===== config.mk =====
export PLATFORM = sky130hd
export DESIGN_NAME = rom_port_arbiter_flat
export DESIGN_NICKNAME = d
export VERILOG_FILES = /design/src/rtl/soc_arb_pkg.sv /design/src/rtl/rom_port_arbiter_if.sv /design/src/rtl/rom_port_arbiter.sv /design/src/flat_wrapper.sv
export SDC_FILE = /design/constraint.sdc
export NUM_CORES = 1
export LEC_CHECK = 0
export ABC_CLOCK_PERIOD_IN_PS = 2000
export CAP_MARGIN = 20
export CORE_AREA = 2 2 112 114
export CTS_BUF_LIST = sky130_fd_sc_hd__clkbuf_4 sky130_fd_sc_hd__clkbuf_8 sky130_fd_sc_hd__clkbuf_16
export DETAILED_ROUTE_END_ITERATION = 8
export DIE_AREA = 0 0 114 116
export SLEW_MARGIN = 30
export SYNTH_ARGS = -nofsm -noshare
export SYNTH_HDL_FRONTEND = slang
export SYNTH_SLANG_ARGS = --single-unit

===== constraint.sdc =====
create_clock -name clk -period 2 [get_ports clk]
set_input_delay 0.6 -clock clk [delete_from_list [all_inputs] [get_ports clk]]
set_output_delay 0.6 -clock clk [all_outputs]
set_load 0.02 [all_outputs]

===== src/rtl/soc_arb_pkg.sv =====
// Shared definitions for the ROM port arbiter: master ids, default widths, debug view.
package soc_arb_pkg;

   typedef enum logic {
      M0 = 1'b0,
      M1 = 1'b1
   } master_e;

   localparam int DEF_ADDR_W = 32;
   localparam int DEF_DATA_W = 32;

   typedef struct packed {
      master_e    owner;
      logic [7:0] burst_cnt;
      logic [7:0] burst_lim;
      logic       fresh;
      logic       rd_pend;
      master_e    rd_owner;
   } arb_dbg_t;

endpackage


===== src/rtl/rom_port_arbiter_if.sv =====
// Bundle of both master ports and the memory port of the ROM arbiter.
// Handshake: a transfer is accepted when mN_req_i and mN_gnt_o are high in the same cycle;
// the requester holds req/addr/we/wdata stable until granted, and read data returns with rvalid one cycle later.
interface rom_port_arbiter_if
   import soc_arb_pkg::*;
#(
   parameter int ADDR_W = DEF_ADDR_W,
   parameter int DATA_W = DEF_DATA_W
);

   logic              m0_req_i;
   logic [ADDR_W-1:0] m0_addr_i;
   logic              m0_gnt_o;
   logic              m0_rvalid_o;
   logic [DATA_W-1:0] m0_rdata_o;

   logic              m1_req_i;
   logic              m1_we_i;
   logic [ADDR_W-1:0] m1_addr_i;
   logic [DATA_W-1:0] m1_wdata_i;
   logic              m1_gnt_o;
   logic              m1_rvalid_o;
   logic [DATA_W-1:0] m1_rdata_o;

   logic              mem_ce_o;
   logic              mem_we_o;
   logic [ADDR_W-1:0] mem_addr_o;
   logic [DATA_W-1:0] mem_wdata_o;
   logic [DATA_W-1:0] mem_rdata_i;

   // arbiter side
   modport slave (
      input  m0_req_i, m0_addr_i,
      input  m1_req_i, m1_we_i, m1_addr_i, m1_wdata_i,
      input  mem_rdata_i,
      output m0_gnt_o, m0_rvalid_o, m0_rdata_o,
      output m1_gnt_o, m1_rvalid_o, m1_rdata_o,
      output mem_ce_o, mem_we_o, mem_addr_o, mem_wdata_o
   );

   // requesters plus memory side
   modport master (
      output m0_req_i, m0_addr_i,
      output m1_req_i, m1_we_i, m1_addr_i, m1_wdata_i,
      output mem_rdata_i,
      input  m0_gnt_o, m0_rvalid_o, m0_rdata_o,
      input  m1_gnt_o, m1_rvalid_o, m1_rdata_o,
      input  mem_ce_o, mem_we_o, mem_addr_o, mem_wdata_o
   );

endinterface


===== src/rtl/rom_port_arbiter.sv =====
// Two-master arbiter for the shared single-port ROM array: m0 = core fetch (read-only), m1 = loader (r/w).
// Define ARB_ROUND_ROBIN_EN for burst-limited round robin; otherwise m0 has fixed priority.
module rom_port_arbiter
   import soc_arb_pkg::*;
#(
   parameter int ADDR_W    = DEF_ADDR_W,
   parameter int DATA_W    = DEF_DATA_W,
   parameter int MAX_BURST = 4
) (
   input  logic              clk,
   input  logic              rst,
   rom_port_arbiter_if.slave bus,
   output arb_dbg_t          dbg
);

   logic              gnt0;
   logic              gnt1;
   logic              accept;
   logic              rd_accept;
   master_e           gnt_id;
   logic              rd_pend;
   master_e           rd_owner;
   logic [ADDR_W-1:0] sel_addr;
   logic [DATA_W-1:0] sel_wdata;

`ifdef ARB_ROUND_ROBIN_EN
   localparam int               CNT_W = (MAX_BURST > 1) ? $clog2(MAX_BURST) : 1;
   localparam logic [CNT_W-1:0] LAST  = CNT_W'(MAX_BURST - 1);

   master_e          owner;
   master_e          owner_nxt;
   master_e          eff_owner;
   logic [CNT_W-1:0] burst_cnt;
   logic [CNT_W-1:0] burst_nxt;
   logic             fresh;
   logic             fresh_nxt;
   logic             contend;

   // Straight out of reset the stored owner is M1 but no burst is running yet,
   // so the first tie goes to m0 and counts as the first beat of its burst.
   always_comb begin
      contend   = bus.m0_req_i && bus.m1_req_i;
      eff_owner = fresh ? M0 : owner;
      gnt0      = 1'b0;
      gnt1      = 1'b0;
      if (!rst) begin
         if (contend) begin
            gnt0 = (eff_owner == M0);
            gnt1 = (eff_owner == M1);
         end else begin
            gnt0 = bus.m0_req_i;
            gnt1 = bus.m1_req_i;
         end
      end
   end

   always_comb begin
      owner_nxt = owner;
      burst_nxt = burst_cnt;
      fresh_nxt = fresh;
      if (accept) begin
         fresh_nxt = 1'b0;
         if (!contend) begin
            owner_nxt = gnt_id;
            burst_nxt = '0;
         end else if (burst_cnt == LAST) begin
            owner_nxt = (gnt_id == M0) ? M1 : M0;
            burst_nxt = '0;
         end else begin
            owner_nxt = gnt_id;
            burst_nxt = burst_cnt + CNT_W'(1);
         end
      end
   end

   always_ff @(posedge clk or posedge rst) begin
      if (rst) begin
         owner     <= M1;
         burst_cnt <= '0;
         fresh     <= 1'b1;
      end else begin
         owner     <= owner_nxt;
         burst_cnt <= burst_nxt;
         fresh     <= fresh_nxt;
      end
   end

   assign dbg.owner     = owner;
   assign dbg.burst_cnt = 8'(burst_cnt);
   assign dbg.fresh     = fresh;
`else
   assign gnt0 = !rst && bus.m0_req_i;
   assign gnt1 = !rst && bus.m1_req_i && !bus.m0_req_i;

   assign dbg.owner     = M1;
   assign dbg.burst_cnt = 8'd0;
   assign dbg.fresh     = 1'b0;
`endif

   assign accept    = gnt0 || gnt1;
   assign gnt_id    = gnt1 ? M1 : M0;
   assign rd_accept = gnt0 || (gnt1 && !bus.m1_we_i);

   always_comb begin
      sel_addr  = '0;
      sel_wdata = '0;
      if (gnt1) begin
         sel_addr  = bus.m1_addr_i;
         sel_wdata = bus.m1_wdata_i;
      end else if (gnt0) begin
         sel_addr  = bus.m0_addr_i;
      end
   end

   // Async reset drops any read in flight so its rvalid never appears.
   always_ff @(posedge clk or posedge rst) begin
      if (rst) begin
         rd_pend  <= 1'b0;
         rd_owner <= M0;
      end else begin
         rd_pend  <= rd_accept;
         rd_owner <= rd_accept ? gnt_id : rd_owner;
      end
   end

   assign bus.m0_gnt_o    = gnt0;
   assign bus.m1_gnt_o    = gnt1;
   assign bus.mem_ce_o    = accept;
   assign bus.mem_we_o    = gnt1 && bus.m1_we_i;
   assign bus.mem_addr_o  = sel_addr;
   assign bus.mem_wdata_o = sel_wdata;

   assign bus.m0_rvalid_o = rd_pend && (rd_owner == M0);
   assign bus.m1_rvalid_o = rd_pend && (rd_owner == M1);
   assign bus.m0_rdata_o  = bus.m0_rvalid_o ? bus.mem_rdata_i : '0;
   assign bus.m1_rdata_o  = bus.m1_rvalid_o ? bus.mem_rdata_i : '0;

   assign dbg.burst_lim = 8'(MAX_BURST);
   assign dbg.rd_pend   = rd_pend;
   assign dbg.rd_owner  = rd_owner;

endmodule


===== src/flat_wrapper.sv =====
// flat-port wrapper written by rule: the top's interface ports become plain ports
module rom_port_arbiter_flat import soc_arb_pkg::*;
#(
   parameter int ADDR_W    = DEF_ADDR_W,
   parameter int DATA_W    = DEF_DATA_W,
   parameter int MAX_BURST = 4
)
  (clk, rst, dbg, bus_m0_req_i, bus_m0_addr_i, bus_m1_req_i, bus_m1_we_i, bus_m1_addr_i, bus_m1_wdata_i, bus_mem_rdata_i, bus_m0_gnt_o, bus_m0_rvalid_o, bus_m0_rdata_o, bus_m1_gnt_o, bus_m1_rvalid_o, bus_m1_rdata_o, bus_mem_ce_o, bus_mem_we_o, bus_mem_addr_o, bus_mem_wdata_o);
  rom_port_arbiter_if #(.ADDR_W(ADDR_W), .DATA_W(DATA_W)) bus_i ();
  input  logic clk;
  input  logic rst;
  output arb_dbg_t dbg;
  input wire logic [$bits(bus_i.m0_req_i)-1:0] bus_m0_req_i;
  input wire logic [$bits(bus_i.m0_addr_i)-1:0] bus_m0_addr_i;
  input wire logic [$bits(bus_i.m1_req_i)-1:0] bus_m1_req_i;
  input wire logic [$bits(bus_i.m1_we_i)-1:0] bus_m1_we_i;
  input wire logic [$bits(bus_i.m1_addr_i)-1:0] bus_m1_addr_i;
  input wire logic [$bits(bus_i.m1_wdata_i)-1:0] bus_m1_wdata_i;
  input wire logic [$bits(bus_i.mem_rdata_i)-1:0] bus_mem_rdata_i;
  output wire logic [$bits(bus_i.m0_gnt_o)-1:0] bus_m0_gnt_o;
  output wire logic [$bits(bus_i.m0_rvalid_o)-1:0] bus_m0_rvalid_o;
  output wire logic [$bits(bus_i.m0_rdata_o)-1:0] bus_m0_rdata_o;
  output wire logic [$bits(bus_i.m1_gnt_o)-1:0] bus_m1_gnt_o;
  output wire logic [$bits(bus_i.m1_rvalid_o)-1:0] bus_m1_rvalid_o;
  output wire logic [$bits(bus_i.m1_rdata_o)-1:0] bus_m1_rdata_o;
  output wire logic [$bits(bus_i.mem_ce_o)-1:0] bus_mem_ce_o;
  output wire logic [$bits(bus_i.mem_we_o)-1:0] bus_mem_we_o;
  output wire logic [$bits(bus_i.mem_addr_o)-1:0] bus_mem_addr_o;
  output wire logic [$bits(bus_i.mem_wdata_o)-1:0] bus_mem_wdata_o;
  assign bus_i.m0_req_i = bus_m0_req_i;
  assign bus_i.m0_addr_i = bus_m0_addr_i;
  assign bus_i.m1_req_i = bus_m1_req_i;
  assign bus_i.m1_we_i = bus_m1_we_i;
  assign bus_i.m1_addr_i = bus_m1_addr_i;
  assign bus_i.m1_wdata_i = bus_m1_wdata_i;
  assign bus_i.mem_rdata_i = bus_mem_rdata_i;
  assign bus_m0_gnt_o = bus_i.m0_gnt_o;
  assign bus_m0_rvalid_o = bus_i.m0_rvalid_o;
  assign bus_m0_rdata_o = bus_i.m0_rdata_o;
  assign bus_m1_gnt_o = bus_i.m1_gnt_o;
  assign bus_m1_rvalid_o = bus_i.m1_rvalid_o;
  assign bus_m1_rdata_o = bus_i.m1_rdata_o;
  assign bus_mem_ce_o = bus_i.mem_ce_o;
  assign bus_mem_we_o = bus_i.mem_we_o;
  assign bus_mem_addr_o = bus_i.mem_addr_o;
  assign bus_mem_wdata_o = bus_i.mem_wdata_o;
  rom_port_arbiter #(.ADDR_W(ADDR_W), .DATA_W(DATA_W), .MAX_BURST(MAX_BURST)) u_core (.clk(clk), .rst(rst), .bus(bus_i), .dbg(dbg));
endmodule

### Yosys cells after proc, flatten, opt, wreduce, memory -nomap -nowiden

Cells that the tools add are included.

| word-level totals | value |
|---|---|
| register bits after elaboration | 2 |
| input bits | 133 |
| output and inout port bits | 154 |
| logic and storage cells | 21 |

| operators by class | value |
|---|---|
| multiplexer cells | 6 |
| bitwise logic cells | 1 |
| reductions and logical operators | 12 |

Operators with widths:

| kind | number |
|---|---|
| 32-bit 2-to-1 mux | 5 |
| 1-bit logical AND | 7 |
| 1-bit zero test | 3 |
| 1-bit logical OR | 2 |
| 1-bit 2-to-1 mux | 1 |
| 1-bit NOT | 1 |

### Depth between registers and ports, before layout

Gate-level depths: netlist of run 1.

| logic depth | value |
|---|---|
| depth in word-level cells | 5 |
| depth in mapped cells | 4 |
| mapped depth without buffers | 2 |

### Worst setup path before layout of run 1

Ideal clock, no wire load.

| timing path | value |
|---|---|
| path type | input to output |
| start point | input port bus_m1_req_i |
| end point | output port bus_mem_wdata_o[13] |
| data arrival time | 1.347 ns |
| data required time | 1.400 ns |
| slack | 0.053 ns |
| stages | 4 |
| path buffers | 3 |
| path through | buf_2 -> buf_4 -> clkbuf_1 -> and3_1 |

| between the ends | value |
|---|---|
| cells in the longest elaborated chain, start to end | 3 |

RTL lines:

| item | line | text |
|---|---|---|
| from (decl) | flat_wrapper.sv:15 | `input wire logic [$bits(bus_i.m1_req_i)-1:0] bus_m1_req_i;` |
| 1-bit logical AND (2 in a row) | rom_port_arbiter.sv:93 | `assign gnt1 = !rst && bus.m1_req_i && !bus.m0_req_i;` |
| 32-bit 2-to-1 mux | rom_port_arbiter.sv:107 | `if (gnt1) begin` |
| to (decl) | flat_wrapper.sv:29 | `output wire logic [$bits(bus_i.mem_wdata_o)-1:0] bus_mem_wdata_o;` |

No other way between the ends.

### Worst setup path in the final report of run 1

| timing path | value |
|---|---|
| start point | input port bus_m1_addr_i[10] |
| end point | output port bus_mem_addr_o[10] |

| between the ends | value |
|---|---|
| cells in the longest elaborated chain, start to end | 1 |

RTL lines:

| item | line | text |
|---|---|---|
| from (decl) | flat_wrapper.sv:17 | `input wire logic [$bits(bus_i.m1_addr_i)-1:0] bus_m1_addr_i;` |
| 32-bit 2-to-1 mux | rom_port_arbiter.sv:107 |  |
| to (decl) | flat_wrapper.sv:28 | `output wire logic [$bits(bus_i.mem_addr_o)-1:0] bus_mem_addr_o;` |

No other way between the ends.

==> results of run 1 <==
## sequential cells by signal (all words and copies together) (netlist names)
register         flops
u_core.rd_owner      1
u_core.rd_pend       1
## placed cells by master (no fill, tap or decap), types with 15 or more instances in the layout
master | Yosys | layout
sky130_fd_sc_hd__conb_1 | 2 | 18
sky130_fd_sc_hd__buf_4 | 22 | 25
sky130_fd_sc_hd__a32o_1 | 32 | 15
sky130_fd_sc_hd__buf_2 | 3 | 42
sky130_fd_sc_hd__a32o_2 | 0 | 17
sky130_fd_sc_hd__and3_4 | 0 | 23
sky130_fd_sc_hd__buf_6 | 7 | 75
sky130_fd_sc_hd__and2_1 | 34 | 34
sky130_fd_sc_hd__and3_1 | 65 | 42
sky130_fd_sc_hd__clkdlybuf4s50_1 | 0 | 116
## power breakdown
part / internal (W) / switching, W / total (W)
Clock: 0.000255 / 0.0000477 / 0.000302
Combinational: 0.000536 / 0.000437 / 0.000973
Sequential: 0.0000444 / 0.00000311 / 0.0000475
## tightest hold or removal path, cell delays in order
cell and delay, ns:
sky130_fd_sc_hd__buf_8 0.10, sky130_fd_sc_hd__buf_4 0.13, sky130_fd_sc_hd__inv_1 0.11
## through the flow
| stage | power, W | utilization (%) | setup TNS [ns] |
|---|---|---|---|
| floorplan | 0.000454 | - | 0 |
| global placement | 0.000966 | 34.9 | -86.96 |
| detailed placement | 0.000973 | 34.9 | -87.50 |
| CTS | 0.00131 | 35.1 | -3.09 |
| global route | 0.00139 | 36.9 | -3.62 |
| finish | 0.00132 | 36.9 | -1.24 |
## what timing repair did
action,4_1_cts,5_1_grt
cloned,4,2
pin swaps,30,7
endpoints found under the setup margin,136,93
resized for setup,677,87
buffers inserted,5,0
## worst max-delay path by stage
stage | end | cells after the start | startpoint
3_3_place_gp | bus_mem_addr_o[23] | 5 | bus_m0_req_i
3_5_place_dp | bus_mem_addr_o[15] | 5 | bus_m0_req_i
4_1_cts | bus_mem_addr_o[27] | 7 | bus_m0_req_i
5_1_grt | bus_mem_wdata_o[13] | 6 | rst
2_1_floorplan | bus_mem_wdata_o[13] | 4 | bus_m1_req_i
6_report | bus_mem_addr_o[10] | 3 | bus_m1_addr_i[10]
## per-layer routing
layer	part of all wire, %	GRT usage [%]
met1	36	14.0
met2	54	24.3
met3	9.3	2.88
met4	0	0.976
met5	0	0
## logic make-up (layout without fill, tap and decap cells)
logic type | after synthesis | in the layout | synth area share [%]
AO/OA/AOI/OAI | 34 | 34 | 24.4
buffers and inverters | 49 | 294 | 23.6
flip-flops | 2 | 2 | 3.62
other | 2 | 18 | 0.544
AND/OR/NAND/NOR | 106 | 106 | 47.9
## layout make-up
| class | count | area, µm² | area share, % |
|---|---|---|---|
| Timing Repair Buffer | 290 | 2880 | 65.4 |
| Multi-Input combinational cell | 158 | 1210 | 27.5 |
| Tap cell | 147 | 184 | 4.18 |
| Clock buffer | 3 | 75.1 | 1.71 |
| Sequential cell | 2 | 50.0 | 1.14 |
| Inverter | 1 | 3.75 | 0.0853 |
==> results.txt, run 1 <==
The run finished, with violations left. The final reports fail on setup timing. Yosys mapped a number of flops with a built-in enable equal to 0. The arrival time reported for the critical path endpoint came out at 1.45 ns.

The DRC violation count after routing came out at 0. Synthesis inferred 2 register bits. The first-pass GRT wire length came out at roughly 13 mm.

The biggest fanout along the worst timing path came out at 1. The number of max-slew violations in the final report came out at 0. The clock-pin slew reported for the worst setup and hold paths after clock tree synthesis is 0.03 ns. The total number of vias is 2542. The post-detailed-placement cell area came out at approximately 4200 µm². The distinct cell type count of the synthesized netlist came out at 18. The routed wire length is 9.75 mm. The power density of the placed cells came out at roughly 300 nW/µm².

The buffer cell driving the clock tree root is sky130_fd_sc_hd__clkbuf_16. The top cell type's share of synthesized area is between 20 and 30%. The half-perimeter wire length of the detailed placement result is between 6 and 7 mm. Once routing completed, OpenROAD measured the worst setup slack at -0.0498 ns. By instance count, the leading cell after synthesis is sky130_fd_sc_hd__and3_1. Hold is met by 0.386 ns.

For the worst flop-to-flop path, the logic depth is 3. The per-instance average area after synthesis came out at about 7.2 µm². The deepest level of the CTS H-tree came out at 1. The share of the clock period used by the worst path after layout came out at 102%. By area the synthesized netlist is led by sky130_fd_sc_hd__and3_1 29%, sky130_fd_sc_hd__a32o_1 23%, sky130_fd_sc_hd__and2_1 15%.

The relative area change from synthesis to final layout came out at 219%. Max-cap violations in this run came to 0. The worst register-to-register path ends at u_core.rd_owner.

The layout net count came out at about 590. The initial antenna violation count came to 0. The total leakage power is ~2.3 nW. After the first detailed-routing iteration, the DRC count stood at between 100 and 150. VDD sags by at most approximately 0.25 mV. From left edge to right edge, the die measures ~110 µm.

The path type of the worst min-delay path is input port to asynchronous set/reset pin. The number of standard cells after synthesis came out at approximately 190. The largest stage delay on the critical path is approximately 0.44 ns. The register-to-register setup slack is 1.01 ns.

The area enclosed by the die boundary came out at about 13000 µm². The setup path with the least slack is of type input port to output port. The cell type contributing the most total cell area after synthesis is sky130_fd_sc_hd__and3_1. Counting instances in the post-synthesis netlist gives the leading cell types as 65 x sky130_fd_sc_hd__and3_1, 34 x sky130_fd_sc_hd__and2_1, 32 x sky130_fd_sc_hd__a32o_1, 22 x sky130_fd_sc_hd__buf_4, 14 x sky130_fd_sc_hd__clkbuf_1. The number of buffer and inverter stages on the critical path is 2. After floorplanning, the core was sized to cover about 12000 µm². After detailed routing, the number of vias per cell comes to 4.23. The cell at the slowest stage of the critical path is sky130_fd_sc_hd__clkdlybuf4s50_1. On the critical path the largest part of the delay comes from buffers and inverters. Including well taps, the total number of placed cells is between 500 and 600.

Setup violations remaining at the end of the flow were counted as 62. In the synthesized netlist the dominant register cell turns out to be sky130_fd_sc_hd__dfrtp_1. Data on the critical path is required at its endpoint by 1.40 ns. The floorplan has 40 rows. The number of I/O pins is 287. The nature of the critical path startpoint is an input port. The number of buffers inserted by hold repair at cts is 0. TritonCTS built the clock tree. The final-report hold violation count came out at 0. Sequential elements use under 10% of the synthesized area. The number of standard cells in the layout, taps in and fillers out is about 600. The clock latency reported for the late side of the worst-skew pair came out at between 0.2 and 0.25 ns. The worst setup path is captured at an output port. The effective utilization at floorplan came out at 11.6%.

The fill cell total of the finished layout came out at ~1300. The clock passes through at most 2 buffers. The number of synthesis warnings is 0. The count of buffers added on input and output ports is between 200 and 300. The average wire per standard cell came out at 16.2 µm.

The global-route usage over all layers is approximately an eighth. The number of iterations in the first detailed-routing pass is 4. The sum of overflow across all layers after global routing is 0.

The weighted congestion at the end of routability-driven global placement is about 0.73. In the synthesized netlist the async set-or-reset flop fraction comes to 100%. Timing analysis after detailed placement gives a worst setup slack of -0.978 ns.

The number of sinks driven by the clock tree is 2. Of the cells placed in the final design, the portion with a size suffix greater than 1 is about 45%. The maximum frequency from static timing analysis came out at between 400 and 500 MHz. The via count of the first global-routing pass came to approximately 2500. TritonCTS created 3 clock buffers.

The post-synthesis cell area is 1380 µm². 0 antenna diodes ended up in the layout. The post-route clock skew is 0 ns. The worst path in the final design needs a cycle of 2.05 ns, including I/O delays and setup. The summed area of non-filler cells in the final layout is 4400 µm². Setup repair after global routing could not meet its margin everywhere. Entering global routing, the biggest net connects 38 pins. The post-detailed-route count of antenna-violating nets is 0. Traced cell by cell, the critical path runs through clkdlybuf4s50_1, a32o_1, buf_6. The worst register-to-register path begins at u_core.rd_owner. In this run the vertical extent of the chip is 116 µm.
Power figures use the tool's default switching activity.
==> run 2: changes to the inputs <==
Settings changed: TNS_END_PERCENT set to 10.
==> results.txt, run 2 (same netlist as run 1, synthesis figures left out) <==
The run finished, with violations left. The final reports fail on setup timing. The final-report hold violation count came out at 0 (unchanged). The vertical extent of the die came out at 116 µm (unchanged). The clock-pin slew reported for the worst setup and hold paths after clock tree synthesis came out at 0.03 ns (about the same).

The area inside the core boundary came to 11900 µm² (unchanged). The deepest level of the CTS H-tree was 1 (unchanged). The sum of overflow across all layers after global routing is 0 (unchanged). The number of sinks driven by the clock tree came to 2 (unchanged). The number of iterations in the first detailed-routing pass was 4 (unchanged). The summed area of non-filler cells in the final layout came out at 4280 µm² (-2.7%).

The total inserted antenna cells is 0 (unchanged). The initial antenna violation count is 0 (unchanged). The layout cell share with drive strength beyond 1 is 42.2% (-2.6 points). The library cell used most frequently in the layout, excluding fill and tap cells, is sky130_fd_sc_hd__clkdlybuf4s50_1. The average wire per standard cell is 16.0 µm (-1.6%).

The setup slack after placement came out at -0.978 ns (unchanged). The total number of vias is 2524 (-0.71%). The footprint of the multi-input gates is 1160 µm² (-3.9%). The time the worst path needs with I/O delays and setup is 2.04 ns (-0.0109 ns). The number of clock buffers inserted by TritonCTS is 3 (unchanged).

The effective utilization at floorplan is 11.6% (unchanged). The die width is 114 µm (unchanged). Leaving out fill and tap cells, the most frequent cells in the layout are 119 x sky130_fd_sc_hd__clkdlybuf4s50_1, 65 x sky130_fd_sc_hd__buf_6, 51 x sky130_fd_sc_hd__and3_1. The via-per-instance ratio is 4.21 (-0.54%).

The arrival time reported for the critical path endpoint came out at 1.44 ns (about the same). The total leakage power was 2.27 nW (-1.7%). The count of input and output buffers came out at 268 (unchanged). The post-route clock skew is 0 ns (unchanged). The number of buffers on the longest clock path came out at 2 (unchanged). The half-perimeter wire length of the detailed placement result came to 6.93 mm (unchanged).

The worst setup path is of the input port to output port kind. The number of buffers inserted by hold repair at cts came out at 0 (unchanged). The floorplan row count came out at 40 (unchanged).

The maximum VDD drop is 0.248 mV (-1.4%). The biggest fanout along the worst timing path is 15 (+14). The worst setup path is captured at an output port.

The share of the clock period used by the worst path after layout is 102% (-0.54 points). The number of max-slew violations in the final report is 0 (unchanged). Setup repair after global routing could not meet its margin everywhere.

The sum of internal, switching and leakage power is 0.00130 W (-1.6%). The buffer cell driving the clock tree root is sky130_fd_sc_hd__clkbuf_16. The final critical-path setup slack came out at -0.0390 ns (+0.0109 ns). The count of routing violations after the opening detailed-route iteration came out at 120 (+12%). The power density of the placed cells came out at 304 nW/µm² (+1.1%). The post-detailed-placement cell area is 4150 µm² (unchanged). The layout net count is 588 (-0.17%). The data required time at the worst endpoint is 1.40 ns (about the same). The weighted congestion at the end of routability-driven global placement came out at 0.733 (unchanged).

The routed wire length was 9.58 mm (-1.8%). The DRC violation count after routing came out at 0 (unchanged). The area of all sequential standard cells is 50.0 µm² (unchanged). The area enclosed by the die boundary is 13200 µm² (unchanged). The largest net degree at the start of global routing came out at 38 (unchanged). The clock tree from TritonCTS is yes.

The global-route usage over all layers is 12.3% (unchanged). The post-detailed-route count of antenna-violating nets is 0 (unchanged). The first-pass GRT wire length was 13.2 mm (-0.16%). The via count of the first global-routing pass came to 2494 (-0.64%). The relative area change from synthesis to final layout came out at 210%. The max-cap check violation count came out at 0 (unchanged). The number of I/O pins is 287 (unchanged). The maximum frequency from static timing analysis is 490 MHz (+0.53%). The number of setup violations in the final report is 56 (-9.7%).

The fill cell total of the finished layout is 1254 (+0.080%). The largest registers in the layout are u_core.rd_owner: 1 flops, u_core.rd_pend: 1 flops. The path type of the worst min-delay path is input port to asynchronous set/reset pin.

The clock latency reported for the late side of the worst-skew pair is 0.22 ns (about the same). STA classifies the critical path startpoint as an input port.
[run 2: changes by cell type in the layout (fill, tap and decap cells not counted), sizes merged]
| cell | delta |
|---|---|
| clkdlybuf4s15 | +1 |
| dlygate4sd2 | -1 |
| clkbuf | -2 |
| dlymetal6s2s | -2 |
| clkdlybuf4s50 | +3 |
[run 2: per-layer routing]
metal / GRT usage [%] / vias to the layer above / wire length (µm)
met3: 2.77 / 0 / 862
met1: 14.2 / 1169 / 3490
met2: 24.1 / 156 / 5220
met5: 0 / - / 0
li1: - / 1199 / -
met4: 0.976 / 0 / 0
[run 2: path summary, 6_finish.rpt]
path	from	to	slack (ns)	cells after the start
max reg2reg	u_core.rd_owner	u_core.rd_owner	1.02	3
min in group clk	bus_m0_req_i	u_core.rd_owner	0.68	3
min reg2reg	u_core.rd_owner	u_core.rd_owner	0.91	3
max in group asynchronous	rst	u_core.rd_owner	1.48	3
min	rst	u_core.rd_pend	0.39	3
max	rst	bus_mem_addr_o[15]	-0.04	6
[run 2: cell type report]
| class | instances | area share [%] |
|---|---|---|
| Timing Repair Buffer | 289 | 65.6 |
| Multi-Input combinational cell | 158 | 27.1 |
| Tap cell | 147 | 4.29 |
| Clock buffer | 3 | 1.75 |
| Sequential cell | 2 | 1.17 |
| Inverter | 1 | 0.0876 |
[run 2: power by group]
group          switching (W)  internal [W]
Sequential        0.00000311     0.0000444
Combinational       0.000429      0.000522
Clock              0.0000475      0.000255
[run 2: critical path: stages]
cell	delay, ns
sky130_fd_sc_hd__buf_8	0.10
sky130_fd_sc_hd__nor2_4	0.14
sky130_fd_sc_hd__buf_6	0.14
sky130_fd_sc_hd__buf_12	0.13
sky130_fd_sc_hd__a32o_2	0.19
sky130_fd_sc_hd__buf_6	0.12
[run 2: metrics by stage]
stage                     hold slack (ns)  util (%)  TNS (ns)  std cells
after global placement              0.928      34.9    -86.96        590
after detailed placement            0.939      34.9    -87.50        590
after CTS                           0.385      34.0     -2.84        601
after global routing                0.401      36.0     -3.42        600
after floorplan                     0.358         -         0        209
final                               0.386      36.0    -0.984        600
[run 2: repair_timing]
action                                  CTS  global route
pin swaps                                14            23
gates cloned                              4             1
gates resized for setup                 644            94
setup buffers                             4             2
endpoints found under the hold margin     0             0
endpoints found under the setup margin  136            92
